===== config.mk =====
export PLATFORM = sky130hd
export DESIGN_NAME = multicycle_ctrl_fsm_flat
export DESIGN_NICKNAME = d
export VERILOG_FILES = /design/src/rtl/multicycle_ctrl_fsm_if.sv /design/src/rtl/multicycle_ctrl_fsm.sv /design/src/flat_wrapper.sv
export SDC_FILE = /design/constraint.sdc
export NUM_CORES = 1
export LEC_CHECK = 0
export CAP_MARGIN = 15
export CORE_MARGIN = 3
export CORE_UTILIZATION = 40
export CTS_CLUSTER_SIZE = 8
export DETAILED_ROUTE_END_ITERATION = 10
export PLACE_DENSITY = 0.79
export SYNTH_ARGS = -nofsm -noshare
export SYNTH_HDL_FRONTEND = slang
export SYNTH_SLANG_ARGS = --single-unit

===== constraint.sdc =====
create_clock -name clk -period 3 [get_ports clk]
set_input_delay 0.9 -clock clk [delete_from_list [all_inputs] [get_ports clk]]
set_output_delay 0.9 -clock clk [all_outputs]
set_load 0.03 [all_outputs]

===== src/rtl/multicycle_ctrl_fsm_if.sv =====
// Control bundle between the multicycle MIPS main control FSM (master) and the datapath (slave).
// The master drives every datapath enable/select plus debug state; the slave supplies the IR opcode.
interface multicycle_ctrl_fsm_if #(
  parameter int STATE_W = 4
);
  logic [5:0]         op;
  logic               pcwrite;
  logic               pcwritecond;
  logic               iord;
  logic               memread;
  logic               memwrite;
  logic               irwrite;
  logic               memtoreg;
  logic               regdst;
  logic               regwrite;
  logic               alusrca;
  logic [1:0]         alusrcb;
  logic [1:0]         aluop;
  logic [1:0]         pcsource;
  logic               instr_done;
  logic               illegal_op;
  logic [STATE_W-1:0] state_o;

  modport master (
    input  op,
    output pcwrite, pcwritecond, iord, memread, memwrite, irwrite, memtoreg,
           regdst, regwrite, alusrca, alusrcb, aluop, pcsource, instr_done,
           illegal_op, state_o
  );

  modport slave (
    output op,
    input  pcwrite, pcwritecond, iord, memread, memwrite, irwrite, memtoreg,
           regdst, regwrite, alusrca, alusrcb, aluop, pcsource, instr_done,
           illegal_op, state_o
  );
endinterface


===== src/rtl/multicycle_ctrl_fsm.sv =====
// Moore main control FSM of the multicycle MIPS CPU: fetch/decode/execute/memory/writeback sequencing.
// Optional macro ILLEGAL_OP_TRAP_EN: unlisted opcodes trap into an absorbing HALT with sticky illegal_op.
module multicycle_ctrl_fsm #(
  parameter int STATE_W = 4
) (
  input  logic                   clk,
  input  logic                   rst_n,
  multicycle_ctrl_fsm_if.master  ctrl
);

  localparam logic [STATE_W-1:0] S_IDLE   = STATE_W'(0);
  localparam logic [STATE_W-1:0] S_FETCH  = STATE_W'(1);
  localparam logic [STATE_W-1:0] S_DECODE = STATE_W'(2);
  localparam logic [STATE_W-1:0] S_MEMADR = STATE_W'(3);
  localparam logic [STATE_W-1:0] S_MEMRD  = STATE_W'(4);
  localparam logic [STATE_W-1:0] S_MEMWB  = STATE_W'(5);
  localparam logic [STATE_W-1:0] S_MEMWR  = STATE_W'(6);
  localparam logic [STATE_W-1:0] S_EXEC   = STATE_W'(7);
  localparam logic [STATE_W-1:0] S_RWB    = STATE_W'(8);
  localparam logic [STATE_W-1:0] S_BEQ    = STATE_W'(9);
  localparam logic [STATE_W-1:0] S_BNE    = STATE_W'(10);
  localparam logic [STATE_W-1:0] S_JUMP   = STATE_W'(11);
  localparam logic [STATE_W-1:0] S_IEXEC  = STATE_W'(12);
  localparam logic [STATE_W-1:0] S_IWB    = STATE_W'(13);
  localparam logic [STATE_W-1:0] S_HALT   = STATE_W'(14);

  localparam logic [5:0] OP_RTYPE = 6'b000000;
  localparam logic [5:0] OP_LW    = 6'b100011;
  localparam logic [5:0] OP_SW    = 6'b101011;
  localparam logic [5:0] OP_BEQ   = 6'b000100;
  localparam logic [5:0] OP_BNE   = 6'b000101;
  localparam logic [5:0] OP_J     = 6'b000010;
  localparam logic [5:0] OP_ADDI  = 6'b001000;
  localparam logic [5:0] OP_ANDI  = 6'b001100;
  localparam logic [5:0] OP_ORI   = 6'b001101;
  localparam logic [5:0] OP_XORI  = 6'b001110;
  localparam logic [5:0] OP_SLTI  = 6'b001010;

  logic [STATE_W-1:0] state_q, state_d;

  // Outputs decode state_q only, so the async reset clears every write strobe without a clock edge.
  always_ff @(posedge clk or negedge rst_n) begin
    if (!rst_n) state_q <= S_IDLE;
    else        state_q <= state_d;
  end

  always_comb begin
    state_d = S_IDLE;
    case (state_q)
      S_IDLE:   state_d = S_FETCH;
      S_FETCH:  state_d = S_DECODE;
      S_DECODE: begin
        case (ctrl.op)
          OP_LW, OP_SW:                               state_d = S_MEMADR;
          OP_RTYPE:                                   state_d = S_EXEC;
          OP_BEQ:                                     state_d = S_BEQ;
          OP_BNE:                                     state_d = S_BNE;
          OP_J:                                       state_d = S_JUMP;
          OP_ADDI, OP_ANDI, OP_ORI, OP_XORI, OP_SLTI: state_d = S_IEXEC;
`ifdef ILLEGAL_OP_TRAP_EN
          default:                                    state_d = S_HALT;
`else
          default:                                    state_d = S_FETCH;
`endif
        endcase
      end
      S_MEMADR: state_d = (ctrl.op == OP_LW) ? S_MEMRD : S_MEMWR;
      S_MEMRD:  state_d = S_MEMWB;
      S_MEMWB:  state_d = S_FETCH;
      S_MEMWR:  state_d = S_FETCH;
      S_EXEC:   state_d = S_RWB;
      S_RWB:    state_d = S_FETCH;
      S_BEQ:    state_d = S_FETCH;
      S_BNE:    state_d = S_FETCH;
      S_JUMP:   state_d = S_FETCH;
      S_IEXEC:  state_d = S_IWB;
      S_IWB:    state_d = S_FETCH;
      S_HALT:   state_d = S_HALT;
      default:  state_d = S_IDLE;
    endcase
  end

  logic       pcwrite, pcwritecond, iord, memread, memwrite, irwrite;
  logic       memtoreg, regdst, regwrite, alusrca, instr_done;
  logic [1:0] alusrcb, aluop, pcsource;

  always_comb begin
    pcwrite     = 1'b0;
    pcwritecond = 1'b0;
    iord        = 1'b0;
    memread     = 1'b0;
    memwrite    = 1'b0;
    irwrite     = 1'b0;
    memtoreg    = 1'b0;
    regdst      = 1'b0;
    regwrite    = 1'b0;
    alusrca     = 1'b0;
    alusrcb     = 2'b00;
    aluop       = 2'b00;
    pcsource    = 2'b00;
    instr_done  = 1'b0;
    case (state_q)
      S_FETCH: begin
        memread = 1'b1;
        irwrite = 1'b1;
        pcwrite = 1'b1;
        alusrcb = 2'b01;
      end
      // Branch target computed speculatively into ALUOut while the opcode is decoded.
      S_DECODE: alusrcb = 2'b11;
      S_MEMADR: begin
        alusrca = 1'b1;
        alusrcb = 2'b10;
      end
      S_MEMRD: begin
        memread = 1'b1;
        iord    = 1'b1;
      end
      S_MEMWB: begin
        regwrite   = 1'b1;
        memtoreg   = 1'b1;
        instr_done = 1'b1;
      end
      S_MEMWR: begin
        memwrite   = 1'b1;
        iord       = 1'b1;
        instr_done = 1'b1;
      end
      S_EXEC: begin
        alusrca = 1'b1;
        aluop   = 2'b10;
      end
      S_RWB: begin
        regdst     = 1'b1;
        regwrite   = 1'b1;
        instr_done = 1'b1;
      end
      S_BEQ, S_BNE: begin
        alusrca     = 1'b1;
        aluop       = (state_q == S_BEQ) ? 2'b01 : 2'b11;
        pcwritecond = 1'b1;
        pcsource    = 2'b01;
        instr_done  = 1'b1;
      end
      S_JUMP: begin
        pcwrite    = 1'b1;
        pcsource   = 2'b10;
        instr_done = 1'b1;
      end
      S_IEXEC: begin
        alusrca = 1'b1;
        alusrcb = 2'b10;
        aluop   = 2'b10;
      end
      S_IWB: begin
        regwrite   = 1'b1;
        instr_done = 1'b1;
      end
      default: ;
    endcase
  end

`ifdef ILLEGAL_OP_TRAP_EN
  logic illegal_q, illegal_d;

  // Sets together with the HALT entry and only reset clears it.
  always_comb illegal_d = illegal_q | (state_d == S_HALT);

  always_ff @(posedge clk or negedge rst_n) begin
    if (!rst_n) illegal_q <= 1'b0;
    else        illegal_q <= illegal_d;
  end

  assign ctrl.illegal_op = illegal_q;
`else
  assign ctrl.illegal_op = 1'b0;
`endif

  assign ctrl.pcwrite     = pcwrite;
  assign ctrl.pcwritecond = pcwritecond;
  assign ctrl.iord        = iord;
  assign ctrl.memread     = memread;
  assign ctrl.memwrite    = memwrite;
  assign ctrl.irwrite     = irwrite;
  assign ctrl.memtoreg    = memtoreg;
  assign ctrl.regdst      = regdst;
  assign ctrl.regwrite    = regwrite;
  assign ctrl.alusrca     = alusrca;
  assign ctrl.alusrcb     = alusrcb;
  assign ctrl.aluop       = aluop;
  assign ctrl.pcsource    = pcsource;
  assign ctrl.instr_done  = instr_done;
  assign ctrl.state_o     = state_q;

endmodule


===== src/flat_wrapper.sv =====
// flat-port wrapper written by rule: the top's interface ports become plain ports
module multicycle_ctrl_fsm_flat 
#(
  parameter int STATE_W = 4
)
  (clk, rst_n, ctrl_op, ctrl_pcwrite, ctrl_pcwritecond, ctrl_iord, ctrl_memread, ctrl_memwrite, ctrl_irwrite, ctrl_memtoreg, ctrl_regdst, ctrl_regwrite, ctrl_alusrca, ctrl_alusrcb, ctrl_aluop, ctrl_pcsource, ctrl_instr_done, ctrl_illegal_op, ctrl_state_o);
  multicycle_ctrl_fsm_if #(.STATE_W(STATE_W)) ctrl_i ();
  input  logic clk;
  input  logic rst_n;
  input wire logic [$bits(ctrl_i.op)-1:0] ctrl_op;
  output wire logic [$bits(ctrl_i.pcwrite)-1:0] ctrl_pcwrite;
  output wire logic [$bits(ctrl_i.pcwritecond)-1:0] ctrl_pcwritecond;
  output wire logic [$bits(ctrl_i.iord)-1:0] ctrl_iord;
  output wire logic [$bits(ctrl_i.memread)-1:0] ctrl_memread;
  output wire logic [$bits(ctrl_i.memwrite)-1:0] ctrl_memwrite;
  output wire logic [$bits(ctrl_i.irwrite)-1:0] ctrl_irwrite;
  output wire logic [$bits(ctrl_i.memtoreg)-1:0] ctrl_memtoreg;
  output wire logic [$bits(ctrl_i.regdst)-1:0] ctrl_regdst;
  output wire logic [$bits(ctrl_i.regwrite)-1:0] ctrl_regwrite;
  output wire logic [$bits(ctrl_i.alusrca)-1:0] ctrl_alusrca;
  output wire logic [$bits(ctrl_i.alusrcb)-1:0] ctrl_alusrcb;
  output wire logic [$bits(ctrl_i.aluop)-1:0] ctrl_aluop;
  output wire logic [$bits(ctrl_i.pcsource)-1:0] ctrl_pcsource;
  output wire logic [$bits(ctrl_i.instr_done)-1:0] ctrl_instr_done;
  output wire logic [$bits(ctrl_i.illegal_op)-1:0] ctrl_illegal_op;
  output wire logic [$bits(ctrl_i.state_o)-1:0] ctrl_state_o;
  assign ctrl_i.op = ctrl_op;
  assign ctrl_pcwrite = ctrl_i.pcwrite;
  assign ctrl_pcwritecond = ctrl_i.pcwritecond;
  assign ctrl_iord = ctrl_i.iord;
  assign ctrl_memread = ctrl_i.memread;
  assign ctrl_memwrite = ctrl_i.memwrite;
  assign ctrl_irwrite = ctrl_i.irwrite;
  assign ctrl_memtoreg = ctrl_i.memtoreg;
  assign ctrl_regdst = ctrl_i.regdst;
  assign ctrl_regwrite = ctrl_i.regwrite;
  assign ctrl_alusrca = ctrl_i.alusrca;
  assign ctrl_alusrcb = ctrl_i.alusrcb;
  assign ctrl_aluop = ctrl_i.aluop;
  assign ctrl_pcsource = ctrl_i.pcsource;
  assign ctrl_instr_done = ctrl_i.instr_done;
  assign ctrl_illegal_op = ctrl_i.illegal_op;
  assign ctrl_state_o = ctrl_i.state_o;
  multicycle_ctrl_fsm #(.STATE_W(STATE_W)) u_core (.clk(clk), .rst_n(rst_n), .ctrl(ctrl_i));
endmodule

==> results of run 1 <==
==> critical path: cells and delay by family, from the launching register on <==
kind	cells	cell delay, ns
flip-flops	1	0.48
AO/OA/AOI/OAI	1	0.22
buffers and inverters	1	0.69
AND/OR/NAND/NOR	1	0.34
==> cells by family (layout without fill, tap and decap cells) <==
| logic type | after synthesis | after routing | synth area share, % |
|---|---|---|---|
| AND/OR/NAND/NOR | 41 | 41 | 41.7 |
| other | 1 | 1 | 0.680 |
| buffers and inverters | 10 | 36 | 10.4 |
| XOR/XNOR | 2 | 2 | 3.18 |
| AO/OA/AOI/OAI | 22 | 22 | 25.9 |
| flip-flops | 4 | 4 | 18.1 |
==> cell type report <==
type | count | area share [%]
multi-input combinational | 66 | 46.6
timing repair buffer | 30 | 35.1
sequential | 4 | 12.2
clock buffer | 3 | 2.65
tap | 14 | 2.06
inverter | 3 | 1.32
==> final timing paths <==
kind                                                        from                                to  slack (ns)  cells after the start
worst max-delay path            u_core.ctrl.state_o[0]$_DFF_PN0_                  ctrl_pcwritecond        0.12                      3
worst min-delay path            u_core.ctrl.state_o[1]$_DFF_PN0_  u_core.ctrl.state_o[2]$_DFF_PN0_        0.73                      2
worst max register to register  u_core.ctrl.state_o[0]$_DFF_PN0_  u_core.ctrl.state_o[1]$_DFF_PN0_        1.69                      4
worst min register to register  u_core.ctrl.state_o[1]$_DFF_PN0_  u_core.ctrl.state_o[2]$_DFF_PN0_        0.73                      2
max in group asynchronous                                  rst_n  u_core.ctrl.state_o[1]$_DFF_PN0_        1.97                      1
min in group asynchronous                                  rst_n  u_core.ctrl.state_o[0]$_DFF_PN0_        0.85                      1
==> cells in the mapped netlist, types with 2 or more instances <==
| master | instances |
|---|---|
| a21boi_1 | 2 |
| nor2_1 | 7 |
| inv_1 | 3 |
| nor4_1 | 2 |
| nor4_2 | 2 |
| dfrtp_1 | 4 |
| xor2_1 | 2 |
| nand3b_1 | 2 |
| buf_4 | 5 |
| a21oi_1 | 6 |
| nor3_1 | 3 |
| nand2_1 | 11 |
| nor2b_1 | 3 |
| o21ai_1 | 6 |
| nand2b_1 | 6 |
==> power by group <==
| group | switching [W] | leakage (nW) | internal, W |
|---|---|---|---|
| clock | 0.0000248 | 0.0138 | 0.0000449 |
| sequential | 0.0000838 | 0.0460 | 0.0000805 |
| combinational | 0.000438 | 0.320 | 0.000317 |
| total | 0.000547 | 0.380 | 0.000442 |
==> through the flow <==
stage	total power (W)	worst slack [ns]	util, %
floorplan	0.000650	0.451	-
global placement	0.000916	0.271	68.1
detailed placement	0.000922	0.228	68.1
CTS	0.000988	0.00155	70.1
global route	0.00105	0.0190	70.8
finish	0.000989	0.118	70.8
==> per-layer routing <==
metal | part of all wire, % | GRT usage [%] | vias to the layer above
met1 | 44 | 16.7 | 278
met5 | 0 | 0 | -
met2 | 44 | 26.0 | 30
li1 | - | - | 333
met3 | 8.7 | 4.24 | 4
met4 | 3.1 | 12.7 | 0
==> repair_timing <==
action                                  4_1_cts  5_1_grt
resized for setup                             2        5
endpoints found under the setup margin        2        8
cloned                                        0        0
==> impl_summary.log, run 1 <==
INFO  metric detailedRoute.firstIterationViolations = 11
INFO  metric gp_congestion = 0.779
INFO  metric post_cts_hold_buffer_count = 0
INFO  metric final_area = 851 sq um
INFO  metric antennaDiodeCount = 0
INFO  metric largest_reg_flops = 4
INFO  metric run_status = completed
INFO  metric synth_cell_type_count = 31
INFO  metric global_route.usage.total = 15.9%
INFO  metric multi_input_area = approximately 400 sq um
INFO  metric ys_dominant_reg_cell = dfrtp_1
INFO  metric synth-edff-count = 0
INFO  metric post-dp-hpwl = 1110 um
INFO  metric seq_area_frac_synth = 18.1%
INFO  metric fillCellCount = 112
INFO  metric cts-buffers-inserted = 3
INFO  metric fin_hold_ws = 0.731 ns
INFO  metric final_period_minus_worst_setup_slack = 2.88 ns
INFO  metric finalCritPeriodShare = between 90% and 100%
INFO  metric effective_utilization_at_floorplan = between 40 and 50%
INFO  metric finalSetupTns = 0 ns
INFO  metric routed_wirelength = 1460 um
INFO  metric async_flop_share = 100%
INFO  metric critical_path.max_fanout = 12
INFO  metric grt_pass1_vias = 533
INFO  metric die_height = roughly 43 um
INFO  metric routed_via_density = 5.38
INFO  metric placeableCoreArea = 0.00120 sq mm
INFO  metric cp_slowest_cell = clkdlybuf4s50_1
INFO  metric post_synth_instance_area = 552 sq um
INFO  metric clkSlewWorstSetupHoldPaths = 0.04 ns
INFO  metric ios = 30
INFO  metric clock_latency = approximately 0.25 ns
INFO  metric worst_ep_arrival_time = 1.98 ns
INFO  metric clock_tree.htree_level_count = 1
INFO  metric yosys_warnings = 0
INFO  metric fp.dieArea = 0.00186 sq mm
INFO  metric postSynthAreaPerCell = roughly 6.9 sq um
INFO  metric finalSetupViolCount = 0
INFO  metric detail-route-antenna-nets = 0
INFO  metric post-route-drc-count = 0
INFO  metric global_route_wire_length_before_repair = 2170 um
INFO  metric grt_max_degree = 16
INFO  metric seq_area = between 100 and 150 sq um
INFO  metric detailroute.via_count = 645
INFO  metric cts.path.max_buffers = 2
INFO  metric drive_above_1_share = 14.2%
INFO  metric yosys-top-cells-area = dfrtp_1 (18%), nand2_1 (7.5%), buf_4 (6.8%)
INFO  metric cp_data_required_time = 2.10 ns
INFO  metric yosysTopAreaCellShare = roughly 18%
INFO  metric worst-setup-path-type = reg -> out
INFO  metric std_cell_rows = 12
INFO  metric placed_area = between 800 and 900 sq um
INFO  metric fmaxAchievable = between 300 and 400 MHz
INFO  metric dr.pass1.iters = 4
INFO  metric overflow = 0
INFO  metric place_inst = 117
INFO  metric max_stage_delay = approximately 0.7 ns
INFO  metric synth_fp_nets = 88
INFO  metric final-max-slew-violation-count = 0
INFO  metric place.port_buffers = 28
INFO  metric cts.sink_count = 4
INFO  metric grt_antenna_before_repair = 0
INFO  metric synth-seq-cells = 4
INFO  metric post_synth_inst_count = 80
INFO  metric num-nets-final = between 100 and 150
INFO  metric power.density_cell_area = 1160 mW/mm^2
INFO  metric synth_top_area_cell = dfrtp_1
INFO  metric final_cell_mix = clkdlybuf4s50_1 (25), nand2_1 (11), nor2_1 (7), a21oi_1 (6), o21ai_1 (6)
INFO  metric peakVddDrop = 0.714 mV
INFO  metric postCtsSetupRepairBufs = 0
INFO  metric final_common_cell = clkdlybuf4s50_1
INFO  metric maximum_capacitance_violations = 0
INFO  metric p_leak = 0.380 nW
INFO  metric post_drt_wl_per_cell = 12.2 um
INFO  metric final_cell_count_no_fill = 120
INFO  metric path_cells = nand2b_1, a21oi_1, clkdlybuf4s50_1
INFO  metric die-width = 43.1 um
INFO  metric cts_tree = yes
INFO  metric clock-skew-final = 0.00696 ns
INFO  metric worstSetupStartpointType = register
INFO  metric min_path_type = reg -> reg
INFO  metric hold_viol_final = 0
INFO  metric unrepaired_setup_endpoints_after_global_routing = no
INFO  metric synthToLayoutAreaGrowth = 54.2%
INFO  metric clock_tree_root_driver_cell = clkbuf_4
INFO  metric crit_end_category = output pin
(Power assumes the default switching activity.)
==> inputs of run 2 (changes only) <==
--- a/config.mk
+++ b/config.mk
@@ -11,6 +11,7 @@
 export CTS_CLUSTER_SIZE = 8
 export DETAILED_ROUTE_END_ITERATION = 10
 export PLACE_DENSITY = 0.79
+export SETUP_SLACK_MARGIN = 0.5
 export SYNTH_ARGS = -nofsm -noshare
 export SYNTH_HDL_FRONTEND = slang
 export SYNTH_SLANG_ARGS = --single-unit
==> impl_summary.log, run 2 (same netlist as run 1, synthesis figures left out) <==
INFO  metric finalSetupViolCount = 0 (unchanged)
INFO  metric fmaxAchievable = 407 MHz (was 347 MHz)
INFO  metric grt_pass1_vias = 633 (was 533)
INFO  metric worstSetupStartpointType = register (unchanged)
INFO  metric die_height = 43.1 um (unchanged)
INFO  metric post-dp-hpwl = 1180 um (was 1110 um)
INFO  metric detailroute.via_count = 662 (was 645)
INFO  metric pwr-share-seq = 16.1% (was 16.6%)
INFO  metric whs_endpoint = u_core.ctrl.state_o[0]$_DFF_PN0_ (was u_core.ctrl.state_o[2]$_DFF_PN0_)
INFO  metric routed_wirelength = 1530 um (was 1460 um)
INFO  metric cts.path.max_buffers = 2 (unchanged)
INFO  metric gp_congestion = 0.767 (was 0.779)
INFO  metric max_stage_delay = 0.49 ns (was 0.69 ns)
INFO  metric maximum_capacitance_violations = 0 (unchanged)
INFO  metric antennaDiodeCount = 0 (unchanged)
INFO  metric final_area = 836 sq um (was 851 sq um)
INFO  metric share_comb_of_total_power = 76.8% (was 76.3%)
INFO  metric power.switching_fraction = 57.6% (was 55.3%)
INFO  metric finalSetupTns = 0 ns (unchanged)
INFO  metric crit_path_start = u_core.ctrl.state_o[1]$_DFF_PN0_ (was u_core.ctrl.state_o[0]$_DFF_PN0_)
INFO  metric routed_via_density = 5.38 (about the same)
INFO  metric grt_antenna_before_repair = 0 (unchanged)
INFO  metric seq_area = 105 sq um (was 104 sq um)
INFO  metric detail-route-antenna-nets = 0 (unchanged)
INFO  metric clock_tree.htree_level_count = 1 (unchanged)
INFO  metric placeableCoreArea = 0.00120 sq mm (unchanged)
INFO  metric overflow = 0 (unchanged)
INFO  metric drive_above_1_share = 30.3% (was 14.2%)
INFO  metric cts-buffers-inserted = 3 (unchanged)
INFO  metric worst_hold_startpoint = u_core.ctrl.state_o[0]$_DFF_PN0_ (was u_core.ctrl.state_o[1]$_DFF_PN0_)
INFO  metric multi_input_area = 407 sq um (was 397 sq um)
INFO  metric min_path_type = reg -> reg (unchanged)
INFO  metric clock_tree_root_driver_cell = clkbuf_4 (unchanged)
INFO  metric cts_tree = yes (unchanged)
INFO  metric cts.sink_count = 4 (unchanged)
INFO  metric hold_viol_final = 0 (unchanged)
INFO  metric placed_area = 848 sq um (was 818 sq um)
INFO  metric run_status = completed (unchanged)
INFO  metric clock_latency = 0.24 ns (was 0.25 ns)
INFO  metric post-route-drc-count = 0 (unchanged)
INFO  metric clock-skew-final = 0.00434 ns (was 0.00696 ns)
INFO  metric final_period_minus_worst_setup_slack = 2.46 ns (was 2.88 ns)
INFO  metric min_path_cells = 1 (was 2)
INFO  metric worst-r2r-cell-count = 5 (was 4)
INFO  metric critical_path.max_fanout = 12 (unchanged)
INFO  metric regToRegEndpoint = u_core.ctrl.state_o[0]$_DFF_PN0_ (was u_core.ctrl.state_o[1]$_DFF_PN0_)
INFO  metric num-nets-final = 119 (was 116)
INFO  metric worst-setup-path-type = reg -> out (unchanged)
INFO  metric r2r_setup_slack = 1.54 ns (was 1.69 ns)
INFO  metric postCtsSetupRepairBufs = 0 (unchanged)
INFO  metric path_cells = buf_4, xor2_1, nand3b_1, nand2_1, clkdlybuf4s15_2 (was nand2b_1, a21oi_1, clkdlybuf4s50_1)
INFO  metric share_of_power_burned_in_the_clock_network = 7.1% (was 7.0%)
INFO  metric final_cell_mix = nand2_1 (11), clkdlybuf4s50_1 (11), clkbuf_2 (8), nor2_1 (7) (was clkdlybuf4s50_1 (25), nand2_1 (11), nor2_1 (7), a21oi_1 (6), o21ai_1 (6))
INFO  metric unrepaired_setup_endpoints_after_global_routing = yes (was no)
INFO  metric final-max-slew-violation-count = 0 (unchanged)
INFO  metric place.port_buffers = 28 (unchanged)
INFO  metric die-width = 43.1 um (unchanged)
INFO  metric fillCellCount = 109 (was 112)
INFO  metric dr.pass1.iters = 4 (unchanged)
INFO  metric power.density_cell_area = 1150 mW/mm^2 (was 1160 mW/mm^2)
INFO  metric worst_ep_arrival_time = 1.56 ns (was 1.98 ns)
INFO  metric post_drt_wl_per_cell = 12.4 um (was 12.2 um)
INFO  metric global_route_wire_length_before_repair = 2600 um (was 2170 um)
INFO  metric ios = 30 (unchanged)
INFO  metric finalCritPeriodShare = 81.9% (was 96.1%)
INFO  metric r2r_start = u_core.ctrl.state_o[2]$_DFF_PN0_ (was u_core.ctrl.state_o[0]$_DFF_PN0_)
INFO  metric power_switching = 0.000555 W (was 0.000547 W)
INFO  metric post_cts_hold_buffer_count = 0 (unchanged)
INFO  metric fin_hold_ws = 0.616 ns (was 0.731 ns)
INFO  metric std_cell_rows = 12 (unchanged)
INFO  metric synthToLayoutAreaGrowth = 51.5% (was 54.2%)
INFO  metric p_leak = 0.382 nW (was 0.380 nW)
INFO  metric effective_utilization_at_floorplan = 45.9% (unchanged)
INFO  metric peakVddDrop = 0.536 mV (was 0.714 mV)
INFO  metric crit_buf_inv = 2 (was 1)
INFO  metric largest_reg_flops = 4 (unchanged)
INFO  metric global_route.usage.total = 17.7% (was 15.9%)
INFO  metric cellInternalPower = 0.000409 W (was 0.000442 W)
INFO  metric detailedRoute.firstIterationViolations = 13 (was 11)
INFO  metric fp.dieArea = 0.00186 sq mm (unchanged)
INFO  metric grt_max_degree = 13 (was 16)
INFO  metric critical-path-top-delay-family = flip-flops (was buffers and inverters)
INFO  metric crit_end_category = output pin (unchanged)
INFO  metric cp_data_required_time = 2.10 ns (about the same)
INFO  metric clkSlewWorstSetupHoldPaths = 0.04 ns (about the same)
INFO  metric final_core_util = 69.6% (was 70.8%)
INFO  metric cp_slowest_cell = dfrtp_2 (was clkdlybuf4s50_1)
[run 2: timing repair]
action                     CTS  global route
resized for setup           32            22
gates cloned                 0             0
hold endpoints to repair     0             0
setup endpoints to repair   18            15
[run 2: how the worst max path moves through the flow]
stage                     cells after the start  slack, ns       endpoint
final                                         5       0.54  ctrl_aluop[1]
after global routing                          5       0.44   ctrl_alusrca
after CTS                                     5       0.42  ctrl_regwrite
after detailed placement                      5       0.33  ctrl_regwrite
after global placement                        5       0.33  ctrl_regwrite
after floorplan                               3       0.57    ctrl_regdst
[run 2: per-layer routing]
metal	wire length [um]	track usage, %	part of all wire [%]
met5	0	0	0
met4	8	7.23	0.52
met3	146	3.81	9.6
met2	768	32.2	50
met1	601	19.5	39
[run 2: worst register-to-register path: stages, from the launching register on]
cell and delay [ns]:
dfrtp_2 0.48, buf_4 0.19, nor4_2 0.39, o21ai_1 0.13
nand2_1 0.09, a22oi_1 0.06
[run 2: cell type report]
cell class / count / area share (%)
multi-input cells: 66 / 48.7
repair buffers: 33 / 32.6
flip-flops and latches: 4 / 12.6
clock buffers: 3 / 2.69
well taps: 14 / 2.10
inverters: 3 / 1.35
[run 2: through the flow]
step / setup slack, ns / power, W / std cells
after floorplan: 0.574 / 0.000658 / 80
after global placement: 0.334 / 0.000944 / 120
after detailed placement: 0.332 / 0.000951 / 120
after CTS: 0.425 / 0.000975 / 123
after global routing: 0.437 / 0.00104 / 123
final: 0.544 / 0.000964 / 123
[run 2: power by group through the flow]
stage               combinational (W)  clock [W]  sequential [W]
finish                       0.000740  0.0000686        0.000155
global route                 0.000801  0.0000736        0.000164
CTS                          0.000757  0.0000691        0.000150
detailed placement           0.000805          0        0.000147
global placement             0.000799          0        0.000145
floorplan                    0.000503          0        0.000155
